===== config.mk =====
export PLATFORM = sky130hd
export DESIGN_NAME = spi_reg_responder
export DESIGN_NICKNAME = d
export VERILOG_FILES = /design/src/rtl/spi_reg_responder.sv
export SDC_FILE = /design/constraint.sdc
export NUM_CORES = 1
export LEC_CHECK = 0
export BUFFER_PORTS_ARGS = -buffer_cell sky130_fd_sc_hd__buf_2
export CAP_MARGIN = 20
export CORE_MARGIN = 3
export CORE_UTILIZATION = 38
export CTS_BUF_LIST = sky130_fd_sc_hd__clkbuf_8
export CTS_CLUSTER_SIZE = 16
export DETAILED_ROUTE_END_ITERATION = 12
export SLEW_MARGIN = 20
export SYNTH_ARGS = -nofsm -noshare
export SYNTH_HDL_FRONTEND = slang
export SYNTH_SLANG_ARGS = --single-unit

===== constraint.sdc =====
create_clock -name sysclk -period 3.3 [get_ports sysclk]
set_input_delay 0 -clock sysclk [delete_from_list [all_inputs] [get_ports sysclk]]
set_output_delay 0 -clock sysclk [all_outputs]
set_load 0.005 [all_outputs]

===== src/rtl/spi_reg_responder.sv =====
// SPI mode-0 responder: 32-bit LSB-first frames (4-bit address, 28-bit data) onto a bank of
// config registers plus one read-only status word. All SPI pins are oversampled on sysclk.
module spi_reg_responder #(
    parameter int         NUM_REGS = 8,
    parameter logic [3:0] READ_CMD = 4'hE
) (
    input  logic                        sysclk,
    input  logic                        reset_INV,
    input  logic                        spi_clk,
    input  logic                        spi_cs_INV,
    input  logic                        spi_mosi,
    output logic                        spi_miso,
    output logic [28*(NUM_REGS-1)-1:0]  cfg_out,
    input  logic [27:0]                 status_in,
    output logic                        wr_strobe,
    output logic [2:0]                  wr_addr,
    output logic                        frame_err,
    output logic                        busy
);

    localparam int DATA_W = 28;
    localparam int NUM_WR = NUM_REGS - 1;

    localparam logic [1:0] ST_WAIT_IDLE = 2'd0;
    localparam logic [1:0] ST_IDLE      = 2'd1;
    localparam logic [1:0] ST_SHIFT     = 2'd2;
    localparam logic [1:0] ST_COMMIT    = 2'd3;

    localparam logic [5:0] BIT_FULL = 6'd32;
    localparam logic [5:0] BIT_SAT  = 6'd33;

    // Pin synchronisers: [0] and [1] are the two sync flops, [2] is the edge-detect history.
    logic [2:0] sclk_sync_reg;
    logic [2:0] cs_sync_reg;
    logic [1:0] mosi_sync_reg;

    logic sclk_rise;
    logic sclk_fall;
    logic cs_synced;
    logic cs_rise;
    logic cs_fall;
    logic mosi_synced;

    always_ff @(posedge sysclk) begin
        if (!reset_INV) begin
            sclk_sync_reg <= '0;
            cs_sync_reg   <= '0;
            mosi_sync_reg <= '0;
        end else begin
            sclk_sync_reg <= {sclk_sync_reg[1:0], spi_clk};
            cs_sync_reg   <= {cs_sync_reg[1:0], spi_cs_INV};
            mosi_sync_reg <= {mosi_sync_reg[0], spi_mosi};
        end
    end

    assign sclk_rise   =  sclk_sync_reg[1] & ~sclk_sync_reg[2];
    assign sclk_fall   = ~sclk_sync_reg[1] &  sclk_sync_reg[2];
    assign cs_synced   =  cs_sync_reg[1];
    assign cs_rise     =  cs_sync_reg[1] & ~cs_sync_reg[2];
    assign cs_fall     = ~cs_sync_reg[1] &  cs_sync_reg[2];
    assign mosi_synced =  mosi_sync_reg[1];

    logic [1:0]  state_reg,     state_next;
    logic [5:0]  bit_cnt_reg,   bit_cnt_next;
    logic [31:0] rx_reg,        rx_next;
    logic [31:0] tx_shift_reg,  tx_shift_next;
    logic        miso_reg,      miso_next;
    logic [31:0] rd_word_reg,   rd_word_next;
    logic        rd_arm_reg,    rd_arm_next;
    logic        cs_pend_reg,   cs_pend_next;
    logic        wr_strobe_reg, wr_strobe_next;
    logic [2:0]  wr_addr_reg,   wr_addr_next;
    logic        frame_err_reg, frame_err_next;

    logic [3:0]        commit_addr;
    logic [DATA_W-1:0] commit_data;
    logic [3:0]        rd_idx;
    logic              commit_is_write;
    logic              cfg_we;
    logic [DATA_W-1:0] rd_data;
    logic [31:0]       rd_word;
    logic [31:0]       tx_load;

    assign commit_addr     = rx_reg[3:0];
    assign commit_data     = rx_reg[31:4];
    assign rd_idx          = rx_reg[7:4];
    assign commit_is_write = (commit_addr < 4'(NUM_WR));
    assign cfg_we          = (state_reg == ST_COMMIT) && commit_is_write;
    assign tx_load         = rd_arm_reg ? rd_word_reg : 32'h0;

    // Writable config registers, each driving its own slice of cfg_out.
    genvar gi;
    generate
        for (gi = 0; gi < NUM_WR; gi++) begin : gen_cfg
            logic [DATA_W-1:0] cfg_q;
            always_ff @(posedge sysclk) begin
                if (!reset_INV) begin
                    cfg_q <= '0;
                end else if (cfg_we && (commit_addr[2:0] == 3'(gi))) begin
                    cfg_q <= commit_data;
                end
            end
            assign cfg_out[DATA_W*gi +: DATA_W] = cfg_q;
        end
    endgenerate

    // Readback source: config register, status word, or zero for an out-of-range index.
    always_comb begin
        rd_data = '0;
        if (rd_idx < 4'(NUM_WR)) begin
            rd_data = cfg_out[DATA_W*rd_idx[2:0] +: DATA_W];
        end else if (rd_idx == 4'(NUM_WR)) begin
            rd_data = status_in;
        end
    end

    assign rd_word = (rd_idx <= 4'(NUM_WR)) ? {rd_data, rd_idx} : 32'h0;

    always_comb begin
        state_next     = state_reg;
        bit_cnt_next   = bit_cnt_reg;
        rx_next        = rx_reg;
        tx_shift_next  = tx_shift_reg;
        miso_next      = miso_reg;
        rd_word_next   = rd_word_reg;
        rd_arm_next    = rd_arm_reg;
        cs_pend_next   = cs_pend_reg;
        wr_strobe_next = 1'b0;
        wr_addr_next   = wr_addr_reg;
        frame_err_next = 1'b0;

        case (state_reg)
            ST_WAIT_IDLE: begin
                miso_next    = 1'b0;
                cs_pend_next = 1'b0;
                if (cs_synced) begin
                    state_next = ST_IDLE;
                end
            end

            ST_IDLE: begin
                miso_next    = 1'b0;
                cs_pend_next = 1'b0;
                if (cs_fall || cs_pend_reg) begin
                    state_next    = ST_SHIFT;
                    bit_cnt_next  = '0;
                    rx_next       = '0;
                    tx_shift_next = tx_load;
                    miso_next     = tx_load[0];
                end
            end

            ST_SHIFT: begin
                // cs has priority over a coincident SCLK edge.
                if (cs_rise) begin
                    rd_arm_next = 1'b0;
                    miso_next   = 1'b0;
                    if (bit_cnt_reg == BIT_FULL) begin
                        state_next = ST_COMMIT;
                    end else begin
                        frame_err_next = 1'b1;
                        state_next     = ST_IDLE;
                    end
                end else if (sclk_rise) begin
                    if (bit_cnt_reg < BIT_FULL) begin
                        rx_next[bit_cnt_reg[4:0]] = mosi_synced;
                    end
                    if (bit_cnt_reg != BIT_SAT) begin
                        bit_cnt_next = bit_cnt_reg + 6'd1;
                    end
                end else if (sclk_fall) begin
                    tx_shift_next = tx_shift_reg >> 1;
                    miso_next     = tx_shift_reg[1];
                end
            end

            ST_COMMIT: begin
                state_next = ST_IDLE;
                miso_next  = 1'b0;
                // A new frame may start while we commit; remember it for IDLE.
                if (cs_fall) begin
                    cs_pend_next = 1'b1;
                end
                if (commit_is_write) begin
                    wr_strobe_next = 1'b1;
                    wr_addr_next   = commit_addr[2:0];
                end else if (commit_addr == READ_CMD) begin
                    rd_arm_next  = 1'b1;
                    rd_word_next = rd_word;
                end
            end

            default: begin
                state_next = ST_WAIT_IDLE;
            end
        endcase
    end

    always_ff @(posedge sysclk) begin
        if (!reset_INV) begin
            state_reg     <= ST_WAIT_IDLE;
            bit_cnt_reg   <= '0;
            rx_reg        <= '0;
            tx_shift_reg  <= '0;
            miso_reg      <= 1'b0;
            rd_word_reg   <= '0;
            rd_arm_reg    <= 1'b0;
            cs_pend_reg   <= 1'b0;
            wr_strobe_reg <= 1'b0;
            wr_addr_reg   <= '0;
            frame_err_reg <= 1'b0;
        end else begin
            state_reg     <= state_next;
            bit_cnt_reg   <= bit_cnt_next;
            rx_reg        <= rx_next;
            tx_shift_reg  <= tx_shift_next;
            miso_reg      <= miso_next;
            rd_word_reg   <= rd_word_next;
            rd_arm_reg    <= rd_arm_next;
            cs_pend_reg   <= cs_pend_next;
            wr_strobe_reg <= wr_strobe_next;
            wr_addr_reg   <= wr_addr_next;
            frame_err_reg <= frame_err_next;
        end
    end

    assign spi_miso  = miso_reg;
    assign wr_strobe = wr_strobe_reg;
    assign wr_addr   = wr_addr_reg;
    assign frame_err = frame_err_reg;
    assign busy      = (state_reg == ST_SHIFT) || (state_reg == ST_COMMIT);

endmodule


==> impl_metrics.toml <==
[sta]
finalHoldViolCount = 0
worst_pin_slew_ns = 0.8737
relSlewSlack_pct = 41.30
tns_ns = 0
max_freq_ghz = 0.3889
rsz0062_at_grt = "false"
period_share_pct = 77.92
skew_ns = 0.02092
hold_slack_ns = 0.3581
final-setup-viol-count = 0
final.min_clock_period_ns = 2.571
slew_violations = 0

[min_path]
hold_class = "in2reg"

[route]
dr.pass1.iters = 5
wl_per_cell_microns = 21.61
drtIter0Drc = 1262
drtAntennaViolNets = 0
vias = 13030
routed_via_density = 5.611
wl_mm = 50.19
drc = 0

[final_layout]
layout.nets = 1869
stdcell_area_sq_um = 16640
largest_reg_flops = 196
drive_above_1_share_pct = 23.32
seqCellArea_sq_um = 6314
area_growth_pct = 20.33
multi_input_area_sq_um = 6721
fillCellCount = 3489
num_antenna_cells = 0

[clocking]
clock-sinks = 315
clock_path_buffers = 3
cts_tree = "built"
holdBufCountCts = 35
postCtsSetupBuffers = 0
cts_max_level = 2
clk_pin_slew_ns = 0.06
cts_buffers = 54
clkLatencyLatePin_ns = 0.60
root_buffer = "clkbuf_8"
cts_resized = 0

[setup_path]
crit_type = "reg2reg"
critPathBufInv = 2
crit_chain = "inv_1 -> ha_2 -> and3b_1 -> a21o_4 -> nor2_2 -> buf_4 -> a311oi_1"
critPathLaunchType = "register"
critPathMaxFanout = 16
crit_slowest_cell = "nor2_2"
worstSetupEndpointType = "register"
worst_ep_required_time_ns = 3.75
crit_family = "simple AND/OR/NAND/NOR gates"
slowest_delay_ns = 0.59
cp.arrival_ns = 3.02

[power]
power_switching_mw = 1.959
clkPwrFrac_pct = 44.4
power_density_nw_per_um2 = 479.0
comb_power_share_pct = 6.5
p_leak_nw = 6.285
p_sw_share_pct = 24.58
ir_worst_vdd_mv = 0.3755
seq_power_share_pct = 49.1
p_int_mw = 6.010

[logic_synthesis]
yosysTopAreaCell = "dfxtp_1"
yosysWarningCount = 0
yosysTopAreaCellShare_pct = 45.61
syn_inst = 1618
ys_ff_latch = 315
netlist_area_sq_um = 13830
yosysMostFrequentCell = "nand2_1"
ys_seq_area_share_pct = 45.61
yosys-top-cells-count = "nand2_1, dfxtp_1, a21oi_1"
synth_edf_count = 0
syn_avg_cell_area_sq_um = 8.545
synth_nets = 1661
async_flop_share_pct = 0
dominantRegCellSynth = "dfxtp_1"
ys_top_cells_by_area = "dfxtp_1, nand2_1, mux4_2, a21oi_1, nand3_1"
yosysUniqueCellTypes = 62

[global_routing]
grt_max_degree = 126
grt_pass1_wl_mm = 76.08
grt_pass1_vias = 12460
antenna_found_initial = 0
grtUsageTotal_pct = 25.17
grt_overflow = 0

[die]
start_util_pct = 38.68
core_region_area_sq_um = 35740
dieArea_sq_um = 38710
ios = 236
die_h_microns = 196.7
num_rows = 69
die_x_microns = 196.7

[placement]
portBuffers = 235
hpwl_mm = 33.08
gp_congestion = 0.8907
placed_area_sq_um = 15220

[status]
outcome = "completed"

[run]
cap_violations = 0
-- routing by layer --
layer  wire [microns]  vias up  share of wire, %  global-route usage [%]
met5                0        -                 0                       0
met1            21540     6330                43                   34.46
met2            22670      575                45                   39.29
li1                 -     6028                 -                       -
met4             1740        0               3.5                   8.633
met3             4235       96               8.4                   6.000
-- worst register-to-register path, delay by kind of cell, from the launching register on --
| kind | cells | cell delay, ns |
|---|---|---|
| compound gates | 2 | 0.37 |
| fa+ha+maj | 1 | 0.29 |
| buf+inv | 2 | 0.48 |
| flops | 1 | 0.41 |
| simple gates | 2 | 0.88 |
-- path summary, 6_finish.rpt --
path                                      start          endpoint  slack, ns  depth (start not counted)
worst min-delay path                  reset_INV         wr_strobe       0.36                          3
worst max register to register     state_reg[0]  tx_shift_reg[13]       0.73                          7
worst min register to register  rd_word_reg[31]   rd_word_reg[31]       0.44                          2
worst max-delay path               state_reg[0]  tx_shift_reg[13]       0.73                          7
-- layout by cell type (no fill, tap or decap), drive strengths merged, types with 4 or more instances in the layout --
master	count
nand2b	12
a32o	31
nor2	23
and2	14
a22oi	28
clkbuf	66
o211ai	4
mux2i	4
inv	27
a21oi	239
clkinv	6
mux4	56
dfxtp	315
nand3	68
ha	10
nand4b	4
dlygate4sd3	35
nand2	509
nor3	9
buf	278
a311oi	30
nor2b	7
o21ai	36
-- power by group through the flow --
stage / Clock, mW / Sequential (mW) / Combinational (mW)
floorplan: 0 / 3.98 / 0.364
global placement: 0 / 3.99 / 0.461
detailed placement: 0 / 3.99 / 0.475
CTS: 3.61 / 3.91 / 0.508
global route: 3.77 / 3.92 / 0.566
finish: 3.54 / 3.91 / 0.516
-- stage by stage --
| step | instances | power (mW) | worst slack [ns] | utilization (%) |
|---|---|---|---|---|
| after global routing | 2322 | 8.252 | 0.5210 | 46.54 |
| final | 2322 | 7.969 | 0.7287 | 46.54 |
| after floorplan | 1618 | 4.347 | 1.306 | - |
| after CTS | 2322 | 8.027 | 0.7335 | 46.54 |
| after detailed placement | 2196 | 4.466 | 0.7818 | 42.58 |
| after global placement | 2196 | 4.452 | 0.8736 | 42.58 |
-- logic make-up after synthesis --
group           share of synthesized area, %
simple gates                           20.85
compound gates                         17.27
flops                                  45.61
buf+inv                                5.955
mux                                    9.412
fa+ha+maj                             0.9050
-- cell type report --
cell class,instances,share of cell area [%]
multi-input cells,1131,40.40
flip-flops and latches,315,37.95
repair buffers,313,11.49
clock buffers,66,5.460
well taps,461,3.467
clock inverters,25,0.9476
inverters,11,0.2783
Note: power is estimated with default switching activity, not from simulation.
